<file path="src/rtl/free_list_mp_if.sv">
// Rename-stage free-list bundle: dispatch allocation, retire returns, checkpoint control.
// Master = rename/retire/branch-stack side, slave = free list.
interface free_list_mp_if #(
  parameter int NUM_PHYS_REG   = 64,
  parameter int DISPATCH_WIDTH = 2,
  parameter int RETIRE_WIDTH   = 2,
  parameter int NUM_CKPT       = 4
) ();
  localparam int TAG_W = $clog2(NUM_PHYS_REG);
  localparam int PTR_W = TAG_W + 1;
  localparam int ID_W  = $clog2(NUM_CKPT);

  // Handshake: dispatch_req (contiguous from slot 0) is the valid, alloc_ok is the
  // ready; tags in alloc_tag are consumed only on a cycle where both are high.
  // retire_valid is push-only with no back-pressure; drops are flagged via *_err.
  logic [DISPATCH_WIDTH-1:0]            dispatch_req;
  logic [DISPATCH_WIDTH-1:0][TAG_W-1:0] alloc_tag;
  logic                                 alloc_ok;
  logic [RETIRE_WIDTH-1:0]              retire_valid;
  logic [RETIRE_WIDTH-1:0][TAG_W-1:0]   retire_tag;
  logic                                 ckpt_save;
  logic [ID_W-1:0]                      ckpt_id;
  logic                                 restore;
  logic [ID_W-1:0]                      restore_id;
  logic [PTR_W-1:0]                     num_free;
  logic                                 empty;
  logic                                 overflow_err;
  logic                                 dup_err;

  modport master (
    output dispatch_req, retire_valid, retire_tag, ckpt_save, ckpt_id, restore, restore_id,
    input  alloc_tag, alloc_ok, num_free, empty, overflow_err, dup_err
  );

  modport slave (
    input  dispatch_req, retire_valid, retire_tag, ckpt_save, ckpt_id, restore, restore_id,
    output alloc_tag, alloc_ok, num_free, empty, overflow_err, dup_err
  );
endinterface

</file>
<file path="src/rtl/free_list_mp.sv">
// Superscalar checkpointed physical-register free list (circular buffer, wrap-bit pointers).
// Optional duplicate-free detection is enabled by defining FREE_LIST_DUP_CHECK_EN.
module free_list_mp #(
  parameter int NUM_PHYS_REG   = 64,
  parameter int NUM_ARCH_REG   = 32,
  parameter int DISPATCH_WIDTH = 2,
  parameter int RETIRE_WIDTH   = 2,
  parameter int NUM_CKPT       = 4
) (
  input logic           clock,
  input logic           reset,
  free_list_mp_if.slave fl
);
  localparam int TAG_W     = $clog2(NUM_PHYS_REG);
  localparam int PTR_W     = TAG_W + 1;
  localparam int INIT_FREE = NUM_PHYS_REG - NUM_ARCH_REG;

  logic [TAG_W-1:0]        entry_q [NUM_PHYS_REG];
  logic [TAG_W-1:0]        entry_d [NUM_PHYS_REG];
  logic [PTR_W-1:0]        ckpt_q  [NUM_CKPT];
  logic [PTR_W-1:0]        head_q, tail_q, num_free_q;
  logic [PTR_W-1:0]        head_d, tail_d, num_free_d, head_alloc;
  logic [PTR_W-1:0]        alloc_cnt, push_cnt;
  logic [RETIRE_WIDTH-1:0] accept;
  logic                    alloc_ok, push_ok, overflow_hit, dup_hit;
  logic                    overflow_q, dup_q;

  always_comb begin : alloc_logic
    logic [PTR_W-1:0] rd_ptr;
    rd_ptr    = '0;
    alloc_cnt = '0;
    for (int i = 0; i < DISPATCH_WIDTH; i++) begin
      alloc_cnt = alloc_cnt + PTR_W'(fl.dispatch_req[i]);
      rd_ptr    = head_q + PTR_W'(i);
      fl.alloc_tag[i] = entry_q[rd_ptr[TAG_W-1:0]];
    end
    alloc_ok   = !fl.restore && (num_free_q >= alloc_cnt);
    head_alloc = alloc_ok ? head_q + alloc_cnt : head_q;
  end

`ifdef FREE_LIST_DUP_CHECK_EN
  logic [NUM_PHYS_REG-1:0] map_q, map_d;

  // A tag counts as already free if marked in the map or returned by an earlier slot.
  always_comb begin : dup_filter
    logic [NUM_PHYS_REG-1:0] seen;
    seen    = map_q;
    accept  = '0;
    dup_hit = 1'b0;
    for (int i = 0; i < RETIRE_WIDTH; i++) begin
      if (fl.retire_valid[i]) begin
        if (seen[fl.retire_tag[i]]) begin
          dup_hit = 1'b1;
        end else begin
          accept[i]            = 1'b1;
          seen[fl.retire_tag[i]] = 1'b1;
        end
      end
    end
  end
`else
  assign accept  = fl.retire_valid;
  assign dup_hit = 1'b0;
`endif

  always_comb begin : push_logic
    logic [PTR_W-1:0] wr_ptr;
    push_cnt = '0;
    for (int i = 0; i < RETIRE_WIDTH; i++) push_cnt = push_cnt + PTR_W'(accept[i]);
    push_ok      = ({1'b0, num_free_q} + {1'b0, push_cnt}) <= (PTR_W + 1)'(NUM_PHYS_REG);
    overflow_hit = !push_ok;
    entry_d      = entry_q;
    wr_ptr       = tail_q;
    if (push_ok) begin
      for (int i = 0; i < RETIRE_WIDTH; i++) begin
        if (accept[i]) begin
          entry_d[wr_ptr[TAG_W-1:0]] = fl.retire_tag[i];
          wr_ptr = wr_ptr + PTR_W'(1);
        end
      end
    end
    tail_d     = wr_ptr;
    head_d     = fl.restore ? ckpt_q[fl.restore_id] : head_alloc;
    num_free_d = tail_d - head_d;
  end

`ifdef FREE_LIST_DUP_CHECK_EN
  // On restore the map is rebuilt from the live window head_d..tail_d of the new entries.
  always_comb begin : map_next
    logic [TAG_W-1:0] dist;
    dist  = '0;
    map_d = map_q;
    if (fl.restore) begin
      map_d = '0;
      for (int j = 0; j < NUM_PHYS_REG; j++) begin
        dist = TAG_W'(j) - head_d[TAG_W-1:0];
        if ({1'b0, dist} < num_free_d) map_d[entry_d[j]] = 1'b1;
      end
    end else begin
      if (alloc_ok) begin
        for (int i = 0; i < DISPATCH_WIDTH; i++)
          if (fl.dispatch_req[i]) map_d[fl.alloc_tag[i]] = 1'b0;
      end
      if (push_ok) begin
        for (int i = 0; i < RETIRE_WIDTH; i++)
          if (accept[i]) map_d[fl.retire_tag[i]] = 1'b1;
      end
    end
  end

  always_ff @(posedge clock or negedge reset) begin
    if (!reset) begin
      for (int i = 0; i < NUM_PHYS_REG; i++) map_q[i] <= (i >= NUM_ARCH_REG);
    end else begin
      map_q <= map_d;
    end
  end
`endif

  always_ff @(posedge clock or negedge reset) begin
    if (!reset) begin
      for (int i = 0; i < NUM_PHYS_REG; i++)
        entry_q[i] <= (i < INIT_FREE) ? TAG_W'(NUM_ARCH_REG + i) : '0;
      for (int c = 0; c < NUM_CKPT; c++) ckpt_q[c] <= '0;
      head_q     <= '0;
      tail_q     <= PTR_W'(INIT_FREE);
      num_free_q <= PTR_W'(INIT_FREE);
      overflow_q <= 1'b0;
      dup_q      <= 1'b0;
    end else begin
      entry_q    <= entry_d;
      head_q     <= head_d;
      tail_q     <= tail_d;
      num_free_q <= num_free_d;
      overflow_q <= overflow_q | overflow_hit;
      dup_q      <= dup_q | dup_hit;
      // A restore in the same cycle takes priority over a save.
      if (fl.ckpt_save && !fl.restore) ckpt_q[fl.ckpt_id] <= head_alloc;
    end
  end

  assign fl.alloc_ok     = alloc_ok;
  assign fl.num_free     = num_free_q;
  assign fl.empty        = (num_free_q == '0);
  assign fl.overflow_err = overflow_q;
  assign fl.dup_err      = dup_q;
endmodule

</file>
<file path="src/flat_wrapper.sv">
// flat-port wrapper written by rule: the top's interface ports become plain ports
module free_list_mp_flat 
#(
  parameter int NUM_PHYS_REG   = 64,
  parameter int NUM_ARCH_REG   = 32,
  parameter int DISPATCH_WIDTH = 2,
  parameter int RETIRE_WIDTH   = 2,
  parameter int NUM_CKPT       = 4
)
  (clock, reset, fl_dispatch_req, fl_retire_valid, fl_retire_tag, fl_ckpt_save, fl_ckpt_id, fl_restore, fl_restore_id, fl_alloc_tag, fl_alloc_ok, fl_num_free, fl_empty, fl_overflow_err, fl_dup_err);
  free_list_mp_if #(.NUM_PHYS_REG(NUM_PHYS_REG), .DISPATCH_WIDTH(DISPATCH_WIDTH), .RETIRE_WIDTH(RETIRE_WIDTH), .NUM_CKPT(NUM_CKPT)) fl_i ();
  input logic clock;
  input logic reset;
  input wire logic [$bits(fl_i.dispatch_req)-1:0] fl_dispatch_req;
  input wire logic [$bits(fl_i.retire_valid)-1:0] fl_retire_valid;
  input wire logic [$bits(fl_i.retire_tag)-1:0] fl_retire_tag;
  input wire logic [$bits(fl_i.ckpt_save)-1:0] fl_ckpt_save;
  input wire logic [$bits(fl_i.ckpt_id)-1:0] fl_ckpt_id;
  input wire logic [$bits(fl_i.restore)-1:0] fl_restore;
  input wire logic [$bits(fl_i.restore_id)-1:0] fl_restore_id;
  output wire logic [$bits(fl_i.alloc_tag)-1:0] fl_alloc_tag;
  output wire logic [$bits(fl_i.alloc_ok)-1:0] fl_alloc_ok;
  output wire logic [$bits(fl_i.num_free)-1:0] fl_num_free;
  output wire logic [$bits(fl_i.empty)-1:0] fl_empty;
  output wire logic [$bits(fl_i.overflow_err)-1:0] fl_overflow_err;
  output wire logic [$bits(fl_i.dup_err)-1:0] fl_dup_err;
  assign fl_i.dispatch_req = fl_dispatch_req;
  assign fl_i.retire_valid = fl_retire_valid;
  assign fl_i.retire_tag = fl_retire_tag;
  assign fl_i.ckpt_save = fl_ckpt_save;
  assign fl_i.ckpt_id = fl_ckpt_id;
  assign fl_i.restore = fl_restore;
  assign fl_i.restore_id = fl_restore_id;
  assign fl_alloc_tag = fl_i.alloc_tag;
  assign fl_alloc_ok = fl_i.alloc_ok;
  assign fl_num_free = fl_i.num_free;
  assign fl_empty = fl_i.empty;
  assign fl_overflow_err = fl_i.overflow_err;
  assign fl_dup_err = fl_i.dup_err;
  free_list_mp #(.NUM_PHYS_REG(NUM_PHYS_REG), .NUM_ARCH_REG(NUM_ARCH_REG), .DISPATCH_WIDTH(DISPATCH_WIDTH), .RETIRE_WIDTH(RETIRE_WIDTH), .NUM_CKPT(NUM_CKPT)) u_core (.clock(clock), .reset(reset), .fl(fl_i));
endmodule
</file>
<file path="config.mk">
export PLATFORM = sky130hd
export DESIGN_NAME = free_list_mp_flat
export DESIGN_NICKNAME = d
export VERILOG_FILES = /design/src/rtl/free_list_mp_if.sv /design/src/rtl/free_list_mp.sv /design/src/flat_wrapper.sv
export SDC_FILE = /design/constraint.sdc
export NUM_CORES = 1
export LEC_CHECK = 0
export CORE_AREA = 2 2 307 309
export DETAILED_ROUTE_END_ITERATION = 6
export DIE_AREA = 0 0 309 311
export GPL_ROUTABILITY_DRIVEN = 0
export PLACE_DENSITY_LB_ADDON = 0.12
export SYNTH_ARGS = -nofsm -noshare
export SYNTH_HDL_FRONTEND = slang
export SYNTH_SLANG_ARGS = --single-unit
export TNS_END_PERCENT = 1
</file>
<file path="constraint.sdc">
create_clock -name clock -period 3.54 [get_ports clock]
set_clock_uncertainty 0.05 [all_clocks]
set_input_delay 0.708 -clock clock [delete_from_list [all_inputs] [get_ports clock]]
set_output_delay 0.708 -clock clock [all_outputs]
set_load 0.01 [all_outputs]
</file>
* Yosys cells after proc, flatten, opt, wreduce, memory -nomap -nowiden
Index checks and enable logic that the tools add are counted.
** Storage, ports and cells
- Register bits :: 434
- Input port bits :: 24
- Output and inout port bits :: 23
- Word-level logic and storage cells :: 133
** Cells by class
- Add/sub/neg operators :: 8
- $lt $le $gt $ge :: 11
- Mux-type cells :: 27
- Bitwise logic cells :: 7
- Reductions and logical operators :: 8
** Operators with widths (count)
- two-way mux 384 bit :: 3
- bitwise mux 384 bit :: 2
- binary-select mux 6 bit (select 6 bit) :: 2
- demux 6 bit (select 6 bit) :: 2
- two-way mux 7 bit :: 9
- two-way mux 6 bit :: 6
- bitwise mux 28 bit :: 1
- >= comparator 7 bit (second input constant) :: 4
- inverter 6 -> 7 bit :: 4
- adder 7 x 1 -> 7 bit (second input constant) :: 2
- binary-select mux 7 bit (select 2 bit) :: 1
- demux 7 bit (select 2 bit) :: 1
- < comparator 7 x 1 -> 1 bit (second input constant) :: 2
- adder 7 x 7 -> 8 bit :: 1
- less-or-equal comparator 8 x 7 -> 1 bit (second input constant) :: 1
- adder 7 x 2 -> 7 bit :: 1
- >= comparator 7 bit :: 1
- logical NOT 7 bit :: 1
- subtractor 7 bit :: 1
- adder 6 x 1 -> 6 bit (second input constant) :: 1
- >= comparator 3 bit (second input constant) :: 2
- inverter 2 -> 3 bit :: 2
- logical AND 1 bit :: 5
- adder 1 x 1 -> 2 bit :: 2
- 3 further kinds :: 4

* Depth between registers and ports, before layout
Gate-level depths: netlist of the first run.
- Word-level depth :: 11
- Gate-level depth with buffers :: 18
- Mapped depth without buffers :: 17

* Worst setup path after synthesis of the first run
No wires, ideal clock.
- Path kind :: input-to-reg
- Start :: input port fl_retire_valid[0]
- End :: register u_core.num_free_q[6] (netlist: u_core.fl.num_free[6])
- Library setup time :: 123 ps
- Arrival time :: 4249 ps
- Required time :: 3367 ps
- Path slack :: -882 ps
- Stages on the path :: 16
- Path buffers :: 2
- Path through :: ha_1 ha_1 fa_1 nor2_1 a211o_1 a22oi_4 buf_2 clkbuf_1 o21ai_0 fa_1 a21oi_1 nor2_1 nor2_1 o21ai_0 xor2_1 xnor2_1
** Between the ends
- Cells in the longest elaborated chain, start to end :: 6
- Elaborated cells between the ends (all ways) :: 9
- Classes of those cells :: 4 x add/sub; 1 x order compare; 4 x mux
** Ends and longest elaborated chain
- from (decl) :: RTL line flat_wrapper.sv:15 : input wire logic [$bits(fl_i.retire_valid)-1:0] fl_retire_valid;
- branches (longest 4 deep; another with adder 7 x 7 -> 8 bit)
- two-way mux 7 bit * :: RTL line free_list_mp.sv:74 : if (push_ok) begin
- net u_core.push_logic.wr_ptr[1] :: RTL line free_list_mp.sv:67 : logic [PTR_W-1:0] wr_ptr;
- subtractor 7 bit * :: RTL line free_list_mp.sv:84 : num_free_d = tail_d - head_d;
- net u_core.num_free_d[6] :: RTL line free_list_mp.sv:22 : logic [PTR_W-1:0] head_d, tail_d, num_free_d, head_alloc;
- to (signal assigned) :: RTL line free_list_mp.sv:127 : num_free_q <= PTR_W'(INIT_FREE);
- to (signal assigned) :: RTL line free_list_mp.sv:134 : num_free_q <= num_free_d;
- to (decl) :: RTL line free_list_mp.sv:21 : logic [PTR_W-1:0] head_q, tail_q, num_free_q;
Mark *: on every way through the listed nets, which the timed path passes. The select of a mux whose other input is x is not followed.
A chain may end at the register's enable or synchronous reset.

* Final worst setup path of the first run
- Start :: register u_core.head_q[1]
- End :: output port fl_alloc_tag[11]
** Between the ends
- Cells in the longest elaborated chain, start to end :: 5
** Ends and longest elaborated chain
- from (decl) :: RTL line free_list_mp.sv:21
- from (signal assigned) :: RTL line free_list_mp.sv:125 : head_q <= '0;
- from (signal assigned) :: RTL line free_list_mp.sv:132 : head_q <= head_d;
- adder 6 x 1 -> 6 bit :: RTL line free_list_mp.sv:34 : rd_ptr = head_q + PTR_W'(i);
- inverter 6 -> 7 bit (not written as such) :: RTL line free_list_mp.sv:35 : fl.alloc_tag[i] = entry_q[rd_ptr[TAG_W-1:0]];
- binary-select mux 6 bit (select 6 bit) :: RTL line free_list_mp.sv:35
- two-way mux 6 bit (not written as such) (2 in a row) :: RTL line free_list_mp.sv:35
- to (decl) :: RTL line flat_wrapper.sv:21 : output wire logic [$bits(fl_i.alloc_tag)-1:0] fl_alloc_tag;
Every way passes these cells. The select of a mux whose other input is x is not followed.

==> summary.txt, run 1 <==
status - complete, but fails checks
failing checks - negative setup slack
CTS Buffer Depth - 3
initial antenna violation count - 3
Compound-Gate Fraction of Synth Area - 28.0%
Worst Path Required - 2.78 ns
PortBufs - 45
crit path kind - reg2out
global-route wire length before repair - 190000 µm
vias per std cell - 6.22
CTS Buf Count - 54
WL final - 132000 µm
setup repair after global routing missed its margin - true
GRT overflow - 0
critical path's slowest cell - mux4_2
H-tree lvl count - 2
part of the power in combinational logic - 56.5%
number of synthesized register bits - 434
Clk pwr share - 16.7%
main combinational cell family by area after synthesis - compound AO/OA/AOI/OAI gates
Leak Pwr - 13.5 nW
final critical-path share of the clock period - 116%
Die Footprint - 96100 µm²
final worst slack - -0.580 ns
mean routed wirelength per cell - 31.7 µm
vias in the first global route - 25838
Starting Density - 29.8%
worst skew pair latency - 0.63 ns
Post-Syn Nets - 2594
HPWL after detailed placement - 92000 µm
most used cell, CP - buf_12
switching share of power - 43.6%
drt pass-1 iters - 6
Mapped Area - 27600 µm²
simple-gate area share of the yosys netlist - 8.25%
nets - 2892
Slew HR - 16.6%
Num Clock Sinks - 434
Setup TNS - -5.73 ns
TritonCTS clock tree - yes
critical path peak fanout - 8
diode count - 0
Cell variety after synth - 79
num ports - 47
cell row count - 112
Area growth syn-to-layout - 26.8%
mux share of post-synthesis cell area - 16.6%
Ys Warns - 0
layout cell share with drive strength beyond 1 - 37.8%
hold crit path type - reg2reg
Arr. time, crit path - 3.36 ns
Residual DRC - 0
Crit path largest cell delay - 0.51 ns
max-slew violation count - 0
Initial DRC Count - 2925
Core Footprint - 92800 µm²
placed insts - 3993
Main synth FF type - dfrtp_1
crit end category - output pin
peak supply drop - 1.37 mV
Vias - 25809
Finished Layout Cells - 4147
Worst setup SP type - flip-flop
endpoints failing hold - 0
final setup fails - 13
EDFF count, synth - 0
switching power - 15.2 mW
Synth Area in Adders - 0.988%
clock root cell - clkbuf_16
FILL cells - 9233
Antenna Nets Post-Route - 0
slew of the pin with the lowest slew margin - 1.25 ns
Max Freq - 243 MHz
Pint - 19.7 mW
largest net degree at the start of global routing - 210
chip height - 311 µm
asr flop ratio synth - 100%
sequence of cells on the critical path - buf_12 > ha_4 > buf_12 > buf_12 > buf_16 > mux4_2 > inv_1 > o22ai_1 > o21ai_1 > nand4_1 > buf_2
Total GRT Usage - 27.0%
PwrDens - 997 nW/µm²
Post-Syn Instances - 2550
max_cap viols - 0
Clk pin slew, worst setup/hold paths - 0.06 ns
die width - 309 µm
register share of total power - 26.8%
syn avg cell area - 10.8 µm²
sequential area share after synthesis - 39.9%
minimum clock period - 4.12 ns
Post-Synth XOR/XNOR Area - 0.997%
==> routing by layer <==
metal	up-vias	global-route usage, %	share of wire [%]
met4	0	11.6	4.8
met3	273	5.60	8.8
li1	10688	-	-
met5	-	0	0
met1	13399	37.5	42
met2	1449	40.7	45
==> cells in the mapped netlist (all sizes together), types with 2 or more instances <==
master	count	share of area, %
nand4	11	0.30
fa	3	0.22
a21oi	167	4.0
clkbuf	126	1.7
o311ai	3	0.29
dfrtp	320	29
a211oi	19	0.84
nand3	18	0.33
or2	12	0.27
nor4b	2	0.063
nor3	11	0.43
nor2	160	2.2
nand3b	2	0.054
o22ai	368	8.4
nor2b	10	0.23
a22oi	48	1.4
xor2	11	0.38
and4b	2	0.073
a31oi	6	0.14
ha	17	0.77
nand2b	28	0.63
or3	9	0.20
xnor2	17	0.62
nor3b	3	0.14
mux2i	7	0.34
dfstp	114	11
and4	2	0.063
and2	8	0.18
nor4bb	2	0.073
nand2	167	2.5
nor4	3	0.068
mux4	199	16
or4	8	0.23
o22a	36	1.1
buf	111	2.1
o21ai	75	1.4
a2bb2oi	308	9.8
a21o	8	0.22
and3	5	0.11
inv	109	1.5
==> area by class of cell <==
| cell class | count | area, µm² | share of cell area, % |
|---|---|---|---|
| Clock inverter | 15 | 184 | 0.525 |
| Multi-Input combinational cell | 1769 | 15600 | 44.5 |
| Sequential cell | 434 | 11000 | 31.4 |
| Inverter | 110 | 415 | 1.19 |
| Tap cell | 1254 | 1570 | 4.48 |
| Timing Repair Buffer | 479 | 4620 | 13.2 |
| Clock buffer | 86 | 1630 | 4.66 |
==> worst paths after layout <==
kind | start | endpoint | slack [ns] | depth (start not counted)
max | u_core.head_q[1]$_DFF_PN0_ | fl_alloc_tag[11] | -0.58 | 11
max reg2reg | u_core.fl.num_free[0]$_DFF_PN0_ | u_core.fl.num_free[6]$_DFF_PN0_ | 0.04 | 16
min | u_core.fl.overflow_err$_DFF_PN0_ | u_core.fl.overflow_err$_DFF_PN0_ | 0.42 | 1
min reg2reg | u_core.fl.overflow_err$_DFF_PN0_ | u_core.fl.overflow_err$_DFF_PN0_ | 0.42 | 1
min in group asynchronous | reset | u_core.entry_q[61]$_DFFE_PN0N_ | 0.55 | 2
max in group asynchronous | reset | u_core.entry_q[251]$_DFFE_PN1N_ | 1.71 | 4
==> worst max-delay path, delay by kind of cell (launching register included) <==
| family | cells | cell delay (ns) |
|---|---|---|
| AOI/OAI and AO/OA | 2 | 0.25 |
| buffers and inverters | 6 | 0.90 |
| muxes | 1 | 0.51 |
| adders and majority gates | 1 | 0.35 |
| and+or+nand+nor | 1 | 0.21 |
| DFF | 1 | 0.50 |
==> power groups by stage <==
stage	registers [mW]	clock network (mW)	logic, mW
detailed placement	9.30	0	17.7
floorplan	8.37	0	10.5
global route	9.52	6.14	20.5
finish	9.35	5.83	19.7
CTS	9.23	5.93	19.2
global placement	9.22	0	17.6
==> state kept, by name, summed over array words and instances, names as in the netlist <==
signal	count
u_core.entry_q	384
u_core.fl.overflow_err	1
u_core.tail_q	7
u_core.head_q	7
u_core.fl.num_free	7
u_core.ckpt_q	28
==> cells in the final DEF, fill, tap and decap left out, types with 18 or more instances in the layout <==
cell type,instances
buf_12,48
nand2b_1,27
a21oi_1,114
nand2_2,22
clkbuf_16,56
buf_4,350
a22oi_1,22
mux4_2,199
nor2_1,155
inv_1,76
a22oi_2,25
o22a_1,36
a21oi_2,32
dfrtp_1,318
a211oi_2,18
dfstp_2,114
o21ai_1,25
inv_2,32
buf_6,22
a2bb2oi_1,306
nand3_1,18
o22ai_1,357
nand2_1,145
a21oi_4,21
o21ai_0,45
==> stage by stage <==
| step | worst slack (ns) | utilization (%) | area, µm² | power (mW) | hold WS (ns) |
|---|---|---|---|---|---|
| after floorplan | -0.406 | - | 27700 | 18.9 | 0.362 |
| after global placement | -1.06 | 34.5 | 32000 | 26.8 | 0.408 |
| after detailed placement | -1.05 | 34.5 | 32000 | 27.0 | 0.407 |
| after CTS | -0.555 | 37.5 | 34800 | 34.4 | 0.426 |
| after global routing | -0.594 | 37.7 | 35000 | 36.2 | 0.468 |
| final | -0.580 | 37.7 | 35000 | 34.9 | 0.420 |
==> timing repair <==
| item | in CTS | in global routing |
|---|---|---|
| hold endpoints to repair | 30 | 0 |
| resized for setup | 171 | 45 |
| endpoints found under the setup margin | 206 | 51 |
| buffers inserted | 31 | 13 |
| pin swaps | 27 | 13 |
| hold buffers | 1 | 0 |
| cloned | 8 | 1 |
==> cells by family (layout without fill, tap and decap cells) <==
| logic type | after synthesis | after routing |
|---|---|---|
| multiplexers | 206 | 206 |
| buffers and inverters | 347 | 690 |
| AND/OR/NAND/NOR | 467 | 467 |
| XOR/XNOR | 28 | 28 |
| AO/OA/AOI/OAI | 1047 | 1047 |
| other | 1 | 1 |
| adder cells (fa/ha/maj) | 20 | 20 |
| flip-flops | 434 | 434 |
(Power assumes the default switching activity.)
==> run 2, diff against run 1 <==
--- a/config.mk
+++ b/config.mk
@@ -5,11 +5,12 @@
 export SDC_FILE = /design/constraint.sdc
 export NUM_CORES = 1
 export LEC_CHECK = 0
-export CORE_AREA = 2 2 307 309
+export CORE_AREA = 2 2 222 224
 export DETAILED_ROUTE_END_ITERATION = 6
-export DIE_AREA = 0 0 309 311
+export DIE_AREA = 0 0 224 226
 export GPL_ROUTABILITY_DRIVEN = 0
 export PLACE_DENSITY_LB_ADDON = 0.12
+export SLEW_MARGIN = 30
 export SYNTH_ARGS = -nofsm -noshare
 export SYNTH_HDL_FRONTEND = slang
 export SYNTH_SLANG_ARGS = --single-unit
==> summary.txt, run 2 (same netlist as run 1, synthesis figures left out) <==
status - complete, but fails checks
failing checks - design-rule violations, negative setup slack
TritonCTS clock tree - yes
Slew HR - 38.4%
PortBufs - 45
layout cell share with drive strength beyond 1 - 34.4%
PwrDens - 1000 nW/µm²
crit path kind - reg2out
diode count - 0
cell row count - 81
global-route wire length before repair - 169000 µm
most common cell after layout, fill and taps aside - o22ai_1
reg2reg setup slack - -0.05 ns
drt pass-1 iters - 7
WL final - 115000 µm
die width - 224 µm
register name with the most flops - u_core.entry_q
final critical-path share of the clock period - 111%
Leak Pwr - 12.9 nW
slew of the pin with the lowest slew margin - 0.925 ns
Total GRT Usage - 45.5%
max-slew violation count - 0
HPWL after detailed placement - 77800 µm
Core Footprint - 48300 µm²
Max Freq - 254 MHz
GRT overflow - 0
hold crit path type - in2async
Die Footprint - 50600 µm²
CTS Buffer Depth - 3
worst slack, placed - -1.08 ns
Crit path largest cell delay - 0.56 ns
worst skew pair latency - 0.60 ns
chip height - 226 µm
vias per std cell - 7.79
critical path peak fanout - 7
initial antenna violation count - 0
Residual DRC - 1
Antenna Nets Post-Route - 0
H-tree lvl count - 2
crit end category - output pin
Initial DRC Count - 4373
minimum clock period - 3.94 ns
clock root cell - clkbuf_16
most frequent cells in the layout - o22ai_1 (358), dfrtp_1 (318), a2bb2oi_1 (306)
Arr. time, crit path - 3.18 ns
sequence of cells on the critical path - ha_4 > buf_8 > buf_12 > mux4_2 > inv_1 > o22ai_2 > o21ai_2 > nand4_1 > buf_2
Area growth syn-to-layout - 20.0%
Num Clock Sinks - 434
endpoints failing hold - 0
vias in the first global route - 26025
fin util - 68.5%
number of flip-flops in the largest register - 384
num ports - 47
biggest regs - u_core.entry_q (384), u_core.ckpt_q (28)
max_cap viols - 0
setup repair after global routing missed its margin - true
total power - 33.2 mW
Worst setup SP type - flip-flop
mean routed wirelength per cell - 33.7 µm
Clk pin slew, worst setup/hold paths - 0.06 ns
Starting Density - 57.1%
final worst slack - -0.402 ns
nets - 2781
peak supply drop - 0.899 mV
largest net degree at the start of global routing - 155
final setup fails - 15
CTS Buf Count - 49
critical path's slowest cell - dfrtp_4
Post-CTS Hold Buffers - 0
Worst Path Required - 2.78 ns
Vias - 26454
## run 2: cell count changes in the layout (fill, tap and decap cells not counted), moves of 5 or more
cell,before,now
buf_4,350,252
inv_2,32,17
inv_1,76,87
a21oi_1,114,122
buf_6,22,14
clkbuf_16,56,49
a21oi_2,32,26
buf_2,17,22
## run 2: where the power goes
part	internal [mW]	switching (mW)
logic	8.19	10.3
clock network	3.12	2.24
registers	7.37	2.05
## run 2: through the flow
stage | area (µm²) | setup TNS [ns] | hold WS (ns) | std cells
final | 33100 | -4.88 | 0.126 | 3397
after global placement | 30600 | -156.90 | 0.398 | 3274
after floorplan | 27700 | -0.881 | 0.362 | 2550
after detailed placement | 30600 | -199.91 | 0.403 | 3274
after global routing | 33100 | -5.64 | 0.195 | 3397
after CTS | 32900 | -4.44 | 0.157 | 3391
## run 2: critical path: cells and delay by family (launching register included)
kind                     cells  cell delay (ns)
AO/OA/AOI/OAI                2             0.29
adder cells (fa/ha/maj)      1             0.44
buffers and inverters        4             0.60
flip-flops                   1             0.56
multiplexers                 1             0.52
AND/OR/NAND/NOR              1             0.18
## run 2: routing by layer
metal  up-vias  track usage [%]  share of wire, %
met5         -             3.32              0.18
met4         7             31.1               8.6
met3       638             17.8                15
met2      2476             64.7                42
met1     12907             57.0                34
li1      10426                -                 -
## run 2: repair_timing
action / 4_1_cts / 5_1_grt
buffers inserted: 18 / 7
gates resized for setup: 147 / 45
hold endpoints to repair: 0 / 0
endpoints found under the setup margin: 41 / 40
cloned: 10 / 0
pin swaps: 25 / 19
## run 2: cell type report
| class | instances | area [µm²] |
|---|---|---|
| clock inverter | 16 | 218 |
| inverter | 110 | 425 |
| tap | 622 | 778 |
| multi-input combinational | 1769 | 15500 |
| sequential | 434 | 11000 |
| fill | 3553 | 15200 |
| timing repair buffer | 373 | 3770 |
| clock buffer | 73 | 1420 |
## run 2: worst paths after layout
path                                               endpoint  cells past startpoint                        startpoint
setup / recovery                           fl_alloc_tag[11]                      9        u_core.head_q[1]$_DFF_PN0_
hold / removal              u_core.entry_q[314]$_DFFE_PN0N_                      1                             reset
setup reg to reg            u_core.fl.num_free[6]$_DFF_PN0_                     16   u_core.fl.num_free[0]$_DFF_PN0_
hold reg to reg            u_core.fl.overflow_err$_DFF_PN0_                      1  u_core.fl.overflow_err$_DFF_PN0_
max in group asynchronous        u_core.tail_q[5]$_DFF_PN1_                      2                             reset
min in group clock         u_core.fl.overflow_err$_DFF_PN0_                      1  u_core.fl.overflow_err$_DFF_PN0_
